**config.mk**
```make
export PLATFORM = sky130hd
export DESIGN_NAME = mult_share_arbiter_flat
export DESIGN_NICKNAME = d
export VERILOG_FILES = /design/src/rtl/mult_share_arbiter_if.sv /design/src/rtl/mult_share_arbiter.sv /design/src/flat_wrapper.sv
export SDC_FILE = /design/constraint.sdc
export NUM_CORES = 1
export LEC_CHECK = 0
export CAP_MARGIN = 25
export CORE_ASPECT_RATIO = 1.75
export CORE_MARGIN = 2
export CORE_UTILIZATION = 45
export DETAILED_ROUTE_END_ITERATION = 12
export GPL_TIMING_DRIVEN = 0
export PLACE_DENSITY = 0.85
export SLEW_MARGIN = 5
export SYNTH_ARGS = -nofsm -noshare
export SYNTH_HDL_FRONTEND = slang
export SYNTH_SLANG_ARGS = --single-unit
```
**constraint.sdc**
```tcl
create_clock -name clk -period 5.76 [get_ports clk]
set_input_delay 1.152 -clock clk [delete_from_list [all_inputs] [get_ports clk]]
set_output_delay 1.152 -clock clk [all_outputs]
set_load 0.02 [all_outputs]
```
**src/rtl/mult_share_arbiter_if.sv**
```systemverilog
// Bundle of requester, response and multiplier-side signals for mult_share_arbiter.
// slave is the arbiter's view; master is the clients/multiplier/environment view.
interface mult_share_arbiter_if #(
   parameter int WIDTH = 4
);
   logic               req0_valid;
   logic               req0_ready;
   logic [WIDTH-1:0]   req0_multiplier;
   logic [WIDTH-1:0]   req0_multiplicand;
   logic               req1_valid;
   logic               req1_ready;
   logic [WIDTH-1:0]   req1_multiplier;
   logic [WIDTH-1:0]   req1_multiplicand;
   logic               resp_valid;
   logic               resp_ready;
   logic               resp_id;
   logic [2*WIDTH-1:0] resp_product;
   logic               resp_err;
   logic               mult_start;
   logic [WIDTH-1:0]   mult_multiplier;
   logic [WIDTH-1:0]   mult_multiplicand;
   logic [2*WIDTH-1:0] mult_product;
   logic               mult_done;
   logic               busy;
   logic               timing_leak;

   modport slave (
      input  req0_valid, req0_multiplier, req0_multiplicand,
      input  req1_valid, req1_multiplier, req1_multiplicand,
      input  resp_ready, mult_product, mult_done,
      output req0_ready, req1_ready,
      output resp_valid, resp_id, resp_product, resp_err,
      output mult_start, mult_multiplier, mult_multiplicand,
      output busy, timing_leak
   );

   modport master (
      output req0_valid, req0_multiplier, req0_multiplicand,
      output req1_valid, req1_multiplier, req1_multiplicand,
      output resp_ready, mult_product, mult_done,
      input  req0_ready, req1_ready,
      input  resp_valid, resp_id, resp_product, resp_err,
      input  mult_start, mult_multiplier, mult_multiplicand,
      input  busy, timing_leak
   );
endinterface

```
**src/rtl/mult_share_arbiter.sv**
```systemverilog
// Round-robin share of one sequential multiplier between two requesters, with a hang watchdog.
// Define MULT_TIMING_CHECK_EN to build the sticky timing_leak latency-violation detector.
//
// state | meaning
// IDLE  | waiting for a request; grants one requester combinationally
// ISSUE | pulses mult_start, counter at 0
// WAIT  | counting cycles until mult_done or TIMEOUT
// RESP  | holding response until resp_ready
module mult_share_arbiter #(
   parameter int WIDTH   = 4,
   parameter int LATENCY = 5,
   parameter int TIMEOUT = 15
) (
   input logic                 clk,
   input logic                 rst,
   mult_share_arbiter_if.slave bus
);

   localparam int CW = $clog2(TIMEOUT + 1);

   typedef enum logic [1:0] {
      IDLE  = 2'd0,
      ISSUE = 2'd1,
      WAIT  = 2'd2,
      RESP  = 2'd3
   } state_t;

   state_t               state, state_nxt;
   logic                 ptr_q, ptr_nxt;
   logic                 id_q, id_nxt;
   logic [WIDTH-1:0]     mplr_q, mplr_nxt;
   logic [WIDTH-1:0]     mcnd_q, mcnd_nxt;
   logic [CW-1:0]        cnt_q, cnt_nxt;
   logic [2*WIDTH-1:0]   prod_q, prod_nxt;
   logic                 err_q, err_nxt;
   logic                 grant0, grant1;
   logic                 cnt_at_timeout;
   logic [CW-1:0]        cnt_inc;

   assign cnt_at_timeout = (cnt_q == CW'(TIMEOUT));
   // Saturating increment: the counter must never wrap back into the valid window.
   assign cnt_inc        = (cnt_q == {CW{1'b1}}) ? cnt_q : cnt_q + 1'b1;

   always_ff @(posedge clk) begin
      if (!rst) begin
         state  <= IDLE;
         ptr_q  <= 1'b0;
         id_q   <= 1'b0;
         mplr_q <= '0;
         mcnd_q <= '0;
         cnt_q  <= '0;
         prod_q <= '0;
         err_q  <= 1'b0;
      end else begin
         state  <= state_nxt;
         ptr_q  <= ptr_nxt;
         id_q   <= id_nxt;
         mplr_q <= mplr_nxt;
         mcnd_q <= mcnd_nxt;
         cnt_q  <= cnt_nxt;
         prod_q <= prod_nxt;
         err_q  <= err_nxt;
      end
   end

   always_comb begin
      state_nxt = state;
      ptr_nxt   = ptr_q;
      id_nxt    = id_q;
      mplr_nxt  = mplr_q;
      mcnd_nxt  = mcnd_q;
      cnt_nxt   = cnt_q;
      prod_nxt  = prod_q;
      err_nxt   = err_q;
      grant0    = 1'b0;
      grant1    = 1'b0;

      case (state)
         IDLE: begin
            // ptr_q == 0 favours requester 0 when both are valid.
            grant0 = bus.req0_valid && (!bus.req1_valid || !ptr_q);
            grant1 = bus.req1_valid && !grant0;
            if (grant0) begin
               id_nxt    = 1'b0;
               mplr_nxt  = bus.req0_multiplier;
               mcnd_nxt  = bus.req0_multiplicand;
               cnt_nxt   = '0;
               state_nxt = ISSUE;
            end else if (grant1) begin
               id_nxt    = 1'b1;
               mplr_nxt  = bus.req1_multiplier;
               mcnd_nxt  = bus.req1_multiplicand;
               cnt_nxt   = '0;
               state_nxt = ISSUE;
            end
         end
         ISSUE: begin
            cnt_nxt   = cnt_inc;
            state_nxt = WAIT;
         end
         WAIT: begin
            if (bus.mult_done) begin
               prod_nxt  = bus.mult_product;
               err_nxt   = 1'b0;
               state_nxt = RESP;
            end else if (cnt_at_timeout) begin
               prod_nxt  = '0;
               err_nxt   = 1'b1;
               state_nxt = RESP;
            end else begin
               cnt_nxt = cnt_inc;
            end
         end
         RESP: begin
            if (bus.resp_ready) begin
               ptr_nxt   = ~id_q;
               state_nxt = IDLE;
            end
         end
         default: state_nxt = IDLE;
      endcase
   end

   assign bus.req0_ready        = rst & grant0;
   assign bus.req1_ready        = rst & grant1;
   assign bus.mult_start        = (state == ISSUE);
   assign bus.mult_multiplier   = mplr_q;
   assign bus.mult_multiplicand = mcnd_q;
   assign bus.resp_valid        = (state == RESP);
   assign bus.resp_id           = id_q;
   assign bus.resp_product      = prod_q;
   assign bus.resp_err          = err_q;
   assign bus.busy              = (state != IDLE);

`ifdef MULT_TIMING_CHECK_EN
   logic leak_q, leak_nxt;

   // Either an early/late answer or a hang counts as a latency violation.
   always_comb begin
      leak_nxt = leak_q;
      if (state == WAIT) begin
         if (bus.mult_done && (cnt_q != CW'(LATENCY)))
            leak_nxt = 1'b1;
         else if (!bus.mult_done && cnt_at_timeout)
            leak_nxt = 1'b1;
      end
   end

   always_ff @(posedge clk) begin
      if (!rst)
         leak_q <= 1'b0;
      else
         leak_q <= leak_nxt;
   end

   assign bus.timing_leak = leak_q;
`else
   assign bus.timing_leak = 1'b0;
`endif

endmodule

```
**src/flat_wrapper.sv**
```systemverilog
// flat-port wrapper written by rule: the top's interface ports become plain ports
module mult_share_arbiter_flat 
#(
   parameter int WIDTH   = 4,
   parameter int LATENCY = 5,
   parameter int TIMEOUT = 15
)
  (clk, rst, bus_req0_valid, bus_req0_multiplier, bus_req0_multiplicand, bus_req1_valid, bus_req1_multiplier, bus_req1_multiplicand, bus_resp_ready, bus_mult_product, bus_mult_done, bus_req0_ready, bus_req1_ready, bus_resp_valid, bus_resp_id, bus_resp_product, bus_resp_err, bus_mult_start, bus_mult_multiplier, bus_mult_multiplicand, bus_busy, bus_timing_leak);
  mult_share_arbiter_if #(.WIDTH(WIDTH)) bus_i ();
  input logic clk;
  input logic rst;
  input wire logic [$bits(bus_i.req0_valid)-1:0] bus_req0_valid;
  input wire logic [$bits(bus_i.req0_multiplier)-1:0] bus_req0_multiplier;
  input wire logic [$bits(bus_i.req0_multiplicand)-1:0] bus_req0_multiplicand;
  input wire logic [$bits(bus_i.req1_valid)-1:0] bus_req1_valid;
  input wire logic [$bits(bus_i.req1_multiplier)-1:0] bus_req1_multiplier;
  input wire logic [$bits(bus_i.req1_multiplicand)-1:0] bus_req1_multiplicand;
  input wire logic [$bits(bus_i.resp_ready)-1:0] bus_resp_ready;
  input wire logic [$bits(bus_i.mult_product)-1:0] bus_mult_product;
  input wire logic [$bits(bus_i.mult_done)-1:0] bus_mult_done;
  output wire logic [$bits(bus_i.req0_ready)-1:0] bus_req0_ready;
  output wire logic [$bits(bus_i.req1_ready)-1:0] bus_req1_ready;
  output wire logic [$bits(bus_i.resp_valid)-1:0] bus_resp_valid;
  output wire logic [$bits(bus_i.resp_id)-1:0] bus_resp_id;
  output wire logic [$bits(bus_i.resp_product)-1:0] bus_resp_product;
  output wire logic [$bits(bus_i.resp_err)-1:0] bus_resp_err;
  output wire logic [$bits(bus_i.mult_start)-1:0] bus_mult_start;
  output wire logic [$bits(bus_i.mult_multiplier)-1:0] bus_mult_multiplier;
  output wire logic [$bits(bus_i.mult_multiplicand)-1:0] bus_mult_multiplicand;
  output wire logic [$bits(bus_i.busy)-1:0] bus_busy;
  output wire logic [$bits(bus_i.timing_leak)-1:0] bus_timing_leak;
  assign bus_i.req0_valid = bus_req0_valid;
  assign bus_i.req0_multiplier = bus_req0_multiplier;
  assign bus_i.req0_multiplicand = bus_req0_multiplicand;
  assign bus_i.req1_valid = bus_req1_valid;
  assign bus_i.req1_multiplier = bus_req1_multiplier;
  assign bus_i.req1_multiplicand = bus_req1_multiplicand;
  assign bus_i.resp_ready = bus_resp_ready;
  assign bus_i.mult_product = bus_mult_product;
  assign bus_i.mult_done = bus_mult_done;
  assign bus_req0_ready = bus_i.req0_ready;
  assign bus_req1_ready = bus_i.req1_ready;
  assign bus_resp_valid = bus_i.resp_valid;
  assign bus_resp_id = bus_i.resp_id;
  assign bus_resp_product = bus_i.resp_product;
  assign bus_resp_err = bus_i.resp_err;
  assign bus_mult_start = bus_i.mult_start;
  assign bus_mult_multiplier = bus_i.mult_multiplier;
  assign bus_mult_multiplicand = bus_i.mult_multiplicand;
  assign bus_busy = bus_i.busy;
  assign bus_timing_leak = bus_i.timing_leak;
  mult_share_arbiter #(.WIDTH(WIDTH), .LATENCY(LATENCY), .TIMEOUT(TIMEOUT)) u_core (.clk(clk), .rst(rst), .bus(bus_i));
endmodule
```
==> summary.md, run 1 <==
| Metric | Value |
|---|---|
| Worst Path Class, Setup | in -> out |
| Worst slew pin tran | 688 ps |
| Antenna Nets Post-Route | 0 |
| FF-to-FF path depth | 5 |
| Post-CTS sizing | 0 |
| Syn_area_per_cell | 8.84 um2 |
| Final setup fails | 0 |
| Top cells by area, synth | dfxtp_1 40%, mux2i_1 8.0%, ha_1 7.0% |
| Via density | 5.59 |
| I/O Buffers | 52 |
| Fmax | 0.239 GHz |
| Post-synth EDFFs | 0 |
| WP buf/inv | 3 |
| WHS Endpoint | u_core.bus.resp_product[5]$_SDFFE_PN0P_ |
| Most frequent cell on the critical path | clkdlybuf4s50_1 |
| Delay-heaviest family, CP | buffers and inverters |
| Post-synth ARST share | 0% |
| Remaining Overflow, GRT | 0 |
| Pwr Density | 367 nW/um2 |
| # rows | 25 |
| Max-cap violations | 0 |
| Sequential standard cell area | 500 um2 |
| Overall routed net length | 3.32 mm |
| Core area | 2690 um2 |
| Clk sink count | 25 |
| Initial Util | 46.7% |
| Most frequent cell after synthesis | dfxtp_1 |
| Multi-input logic area | 693 um2 |
| HP Class | reg -> reg |
| Prevailing post-synth register cell | dfxtp_1 |
| Final hold violations | 0 |
| Register area share after synthesis | 39.9% |
| TNS Setup | 0 ps |
| First-pass GRT wire length | 5.29 mm |
| Cts-stage hold buffer count | 0 |
| CTS Buf Count | 3 |
| Worst flop-to-flop path endpoint | u_core.cnt_q[1]$_SDFFE_PN0P_ |
| Pin count of the biggest net entering global routing | 16 |
| Ys Warns | 0 |
| Element type at the critical path start | input port |
| Syn Std Cell Area | 1250 um2 |
| Share of cells above drive strength 1 | 6.57% |
| Post-CTS setup buffer count | 0 |
| Status | complete, no violations |
| Vias | 1258 |
| Crit path capture type | primary output |
| Top cell type's share of synthesized area | 39.9% |
| CP required | 4610 ps |
| N_diodes | 0 |
| Worst Path Max Fanout | 10 |
| H-Tree Depth | 1 |
| Initial antenna violation count | 0 |
| Leakage | 0.727 nW |
| Min Tclk post-route | 4180 ps |
| Clock Latency Late Sink | 270 ps |
| Hold Slack | 484 ps |
| Average wire per cell in the routed design | 14.7 um |
| Final Util | 69.1% |
| Worst slew margin | 53.9% |
| DR pass1 iterations | 4 |
| Synth top cells by count | 25 x dfxtp_1, 13 x nand2_1, 12 x a21oi_1 |
| Slowest Stage Delay on Critical Path | 600 ps |
| Critical Path AT | 3030 ps |
| Yosys reg bits | 25 |
| Peak supply drop | 0.000236 V |
| Reg-to-reg slack, setup | 3740 ps |
| Setup Skew | 1.37 ps |
| Vias in the first global route | 1219 |
| Clock Path Buffers | 2 |
| Synth area leader | dfxtp_1 |
| Hold Path Depth | 2 |
| Slowest-stage cell, CP | clkdlybuf4s50_1 |
| Post-Syn Instances | 142 |
| Syn nets | 179 |
| Die Ht | 73.9 um |
| Routability congestion estimate from global placement | 0.727 |
| Post-layout net count | 236 |
| Post-synthesis cell type count | 36 |
| RSZ-0062 raised after global routing | false |
| Fin crit share | 72.5% |
| Overall die width | 43.9 um |
| Worst slack, placed | 1580 ps |
| I/O pins | 54 |
| Area grow syn2layout | 48.1% |
| CTS root buf | clkbuf_8 |
| Residual DRC | 0 |
| CTS tree | built |
| Total die area | 3240 um2 |
| Clock transition at path regs | 90 ps |
| Starting DRT DRC Count | 16 |
| Worst-path cell chain | clkdlybuf4s50_1 -> a21boi_0 -> buf_2 -> and3_1 -> clkdlybuf4s50_1 |
| Min-delay src | u_core.bus.resp_product[5]$_SDFFE_PN0P_ |
| Total Routing Usage GR | 21.8% |
| Slew Limit Fails | 0 |
| Setup ws final | 1580 ps |
| R2r startpoint | u_core.state[1]$_SDFFE_PN0P_ |
| Hpwl dp | 2.63 mm |
| Fillers | 224 |
-- layer usage --
| metal | routed length [um] | global-route usage, % | vias up | share of wire, % |
|---|---|---|---|---|
| li1 | - | - | 621 | - |
| met4 | 63 | 8.42 | 0 | 1.9 |
| met3 | 200 | 4.42 | 8 | 6.0 |
| met1 | 1120 | 20.4 | 575 | 34 |
| met5 | 0 | 0 | - | 0 |
| met2 | 1940 | 43.3 | 54 | 58 |
-- where the power goes --
| group | switching, mW | internal, mW | total (mW) |
|---|---|---|---|
| sequential | 0.0253 | 0.210 | 0.235 |
| clock | 0.0592 | 0.0491 | 0.108 |
| combinational | 0.184 | 0.154 | 0.337 |
-- cells in the final DEF, fill, tap and decap left out, types with 2 or more instances in the layout --
cell type and count:
nand2b_1 3, or4_1 3, a21oi_1 12, dfxtp_1 25, nor2_1 11, clkbuf_8 3
a32oi_1 2, nand2_1 13, clkdlybuf4s50_1 52, nand3_1 2, mux2i_1 10, o31ai_1 2
ha_1 7, a211oi_1 8, clkbuf_1 4, a31oi_1 4, o21ai_0 10, inv_1 6
-- logic make-up after synthesis --
| family | share of synthesized area [%] |
|---|---|
| buf+inv | 4.88 |
| fa+ha+maj | 6.98 |
| flops | 39.9 |
| other cells | 0.299 |
| compound gates | 23.2 |
| simple gates | 16.8 |
| mux | 7.98 |
-- flip-flops by register name (all words and copies together), names as in the netlist --
| signal | count |
|---|---|
| u_core.bus.resp_product | 8 |
| u_core.bus.mult_multiplicand | 4 |
| u_core.bus.mult_multiplier | 4 |
| u_core.cnt_q | 4 |
| u_core.state | 2 |
| u_core.bus.resp_err | 1 |
| u_core.bus.resp_id | 1 |
| u_core.ptr_q | 1 |
-- how the worst max path moves through the flow --
| stage | start | to | depth (start not counted) |
|---|---|---|---|
| 3_3_place_gp | bus_req0_valid | bus_req0_ready | 5 |
| 2_1_floorplan | bus_req0_valid | bus_req0_ready | 3 |
| 4_1_cts | bus_req0_valid | bus_req0_ready | 5 |
| 3_5_place_dp | bus_req0_valid | bus_req0_ready | 5 |
| 6_report | bus_req0_valid | bus_req0_ready | 5 |
| 5_1_grt | bus_req0_valid | bus_req0_ready | 5 |
-- stage by stage --
stage	area, um2	total power [mW]	instances
final	1860	0.681	225
after global placement	1810	0.561	221
after floorplan	1250	0.440	142
after CTS	1860	0.683	225
after detailed placement	1810	0.574	221
after global routing	1860	0.723	225
-- worst reg2reg max path, stage by stage (launching register included) --
cell and delay (ps):
dfxtp_1 410, inv_1 110, ha_1 390, o2111a_2 350, or4_1 530, a21oi_1 150
-- layout make-up --
class | instances | share of cell area, %
clock buffer | 3 | 2.22
clock inverter | 1 | 0.404
tap | 27 | 1.82
buffer | 7 | 2.09
multi-input combinational | 104 | 37.3
sequential | 25 | 26.9
inverter | 6 | 1.21
timing repair buffer | 52 | 28.0
Note: power is estimated with default switching activity, not from simulation.
==> run 2: changes to the inputs <==
--- a/config.mk
+++ b/config.mk
@@ -8,10 +8,10 @@
 export CAP_MARGIN = 25
 export CORE_ASPECT_RATIO = 1.75
 export CORE_MARGIN = 2
-export CORE_UTILIZATION = 45
+export CORE_UTILIZATION = 37
 export DETAILED_ROUTE_END_ITERATION = 12
 export GPL_TIMING_DRIVEN = 0
-export PLACE_DENSITY = 0.85
+export PLACE_DENSITY = 0.74
 export SLEW_MARGIN = 5
 export SYNTH_ARGS = -nofsm -noshare
 export SYNTH_HDL_FRONTEND = slang
==> constraint.sdc (replaced) <==
create_clock -name clk -period 3.6 [get_ports clk]
set_input_delay 0.72 -clock clk [delete_from_list [all_inputs] [get_ports clk]]
set_output_delay 0.72 -clock clk [all_outputs]
set_load 0.02 [all_outputs]
==> run 2 against run 1 <==
  * Non-clock buffer count did not move
  * First-iteration DRC count fell by 19%
  * Global-route usage fell by 4.2 points
  * Count of clock-buffer cells in the layout did not move
  * Sequential share of layout area fell by 0.32 points
  * Via count fell by 1.5%
  * Utilization fell by 13 points
  * Sequential power rose by 60%
  * Design area rose by 1.2%
  * Sequential cell count did not move
==> summary.md, run 2 (synthesized netlist as in run 1, its figures left out) <==
| Metric | Value |
|---|---|
| Status | complete, no violations |
| Most frequent cell on the critical path | clkdlybuf4s50_1 |
| Pwr Density | 574 nW/um2 |
| Crit path from | bus_req0_valid |
| Final setup fails | 0 |
| Clock Path Buffers | 2 |
| Antenna Nets Post-Route | 0 |
| Crit path capture type | primary output |
| Worst slew pin tran | 696 ps |
| Pin count of the biggest net entering global routing | 16 |
| Peak supply drop | 0.000352 V |
| Slew Limit Fails | 0 |
| Clk sink count | 25 |
| Vias in the first global route | 1135 |
| I/O pins | 54 |
| Slowest Stage Delay on Critical Path | 600 ps |
| N_diodes | 0 |
| Routability congestion estimate from global placement | 0.768 |
| Max reg flops | 8 |
| TNS Setup | 0 ps |
| Total Routing Usage GR | 17.6% |
| Critical Path AT | 2630 ps |
| Reg-to-reg slack, setup | 1610 ps |
| Post-layout net count | 236 |
| Initial Util | 37.7% |
| Via density | 5.10 |
| Most frequent cells in the layout | 52 x clkdlybuf4s50_1, 25 x dfxtp_1, 13 x nand2_1, 12 x a21oi_1, 11 x nor2_1 |
| Overall die width | 48.0 um |
| Max-cap violations | 0 |
| Delay-heaviest family, CP | buffers and inverters |
| Worst flop-to-flop path endpoint | u_core.cnt_q[1]$_SDFFE_PN0P_ |
| CTS tree | built |
| Share of cells above drive strength 1 | 6.57% |
| Design Power | 1.08 mW |
| Worst slew margin | 53.4% |
| Clock Latency Late Sink | 270 ps |
| Worst-path cell chain | clkdlybuf4s50_1 -> a21boi_0 -> buf_2 -> and3_1 -> clkdlybuf4s50_1 |
| CTS Buf Count | 3 |
| CP Capture Point | bus_req0_ready |
| Worst Path Max Fanout | 10 |
| FF-to-FF path depth | 5 |
| Die Ht | 81.0 um |
| Remaining Overflow, GRT | 0 |
| # rows | 28 |
| Post-CTS setup buffer count | 0 |
| Worst Path Class, Setup | in -> out |
| RSZ-0062 raised after global routing | false |
| First-pass GRT wire length | 5.00 mm |
| Setup Skew | 4.08 ps |
| HP Class | reg -> reg |
| Min Tclk post-route | 3350 ps |
| Fmax | 0.298 GHz |
| Hpwl dp | 2.52 mm |
| CP required | 2880 ps |
| Total die area | 3890 um2 |
| Starting DRT DRC Count | 13 |
| Final hold violations | 0 |
| Post-CTS sizing | 0 |
| Hold Path Depth | 2 |
| Average wire per cell in the routed design | 13.1 um |
| Commonest non-fill, non-tap cell in the layout | clkdlybuf4s50_1 |
| Clock transition at path regs | 90 ps |
| Min-delay src | u_core.bus.resp_product[2]$_SDFFE_PN0P_ |
| DR pass1 iterations | 4 |
| Cts-stage hold buffer count | 0 |
| I/O Buffers | 52 |
| Fin crit share | 93.1% |
| R2r startpoint | u_core.state[0]$_SDFFE_PN0P_ |
| Initial antenna violation count | 0 |
| Area grow syn2layout | 49.9% |
| H-Tree Depth | 1 |
| Vias | 1239 |
| Residual DRC | 0 |
| CTS root buf | clkbuf_8 |
| Overall routed net length | 3.18 mm |
| Slowest-stage cell, CP | clkdlybuf4s50_1 |
| WP buf/inv | 3 |
| Levels on crit path | 5 |
| Element type at the critical path start | input port |
| Core area | 3330 um2 |
| Leakage | 0.727 nW |
-- run 2: cell counts in the layout (fill, tap and decap cells not counted) --
Identical to the previous run, type by type.
-- run 2: through the flow --
stage / util, % / hold WS (ps) / instance area [um2] / instances / setup slack, ps
finish: 56.5 / 478 / 1880 / 243 / 248
global route: 56.5 / 502 / 1880 / 243 / 99.8
CTS: 56.5 / 480 / 1880 / 243 / 224
detailed placement: 55.0 / 466 / 1830 / 239 / 232
global placement: 55.0 / 459 / 1830 / 239 / 300
floorplan: - / 461 / 1250 / 142 / 1480
-- run 2: worst min-delay path, cell delays in order (launching register included) --
cell and delay (ps):
dfxtp_1 310, o21ai_0 60, a21oi_1 60
-- run 2: worst min-delay path by stage --
stage                                              end  slack [ps]
3_3_place_gp   u_core.bus.resp_product[2]$_SDFFE_PN0P_         460
6_report       u_core.bus.resp_product[2]$_SDFFE_PN0P_         480
2_1_floorplan             u_core.cnt_q[1]$_SDFFE_PN0P_         460
5_1_grt        u_core.bus.resp_product[2]$_SDFFE_PN0P_         500
3_5_place_dp   u_core.bus.resp_product[2]$_SDFFE_PN0P_         470
4_1_cts        u_core.bus.resp_product[2]$_SDFFE_PN0P_         480
-- run 2: cell type report --
class                           instances  area [um2]
Multi-Input combinational cell        104         693
Clock inverter                          1        7.51
Fill cell                             311        1450
Tap cell                               45        56.3
Inverter                                6        22.5
Buffer                                  7        38.8
Clock buffer                            3        41.3
Sequential cell                        25         500
Timing Repair Buffer                   52         520
-- run 2: layer usage --
metal / vias to the layer above / share of wire (%) / track usage (%)
met3: 4 / 5.4 / 2.00
li1: 622 / - / -
met4: 0 / 1.3 / 6.49
met5: - / 0 / 0
met1: 570 / 36 / 19.5
met2: 43 / 57 / 31.9
-- run 2: where the power goes --
group          internal (mW)  switching [mW]
registers              0.336          0.0408
clock network         0.0785          0.0919
logic                  0.246           0.286
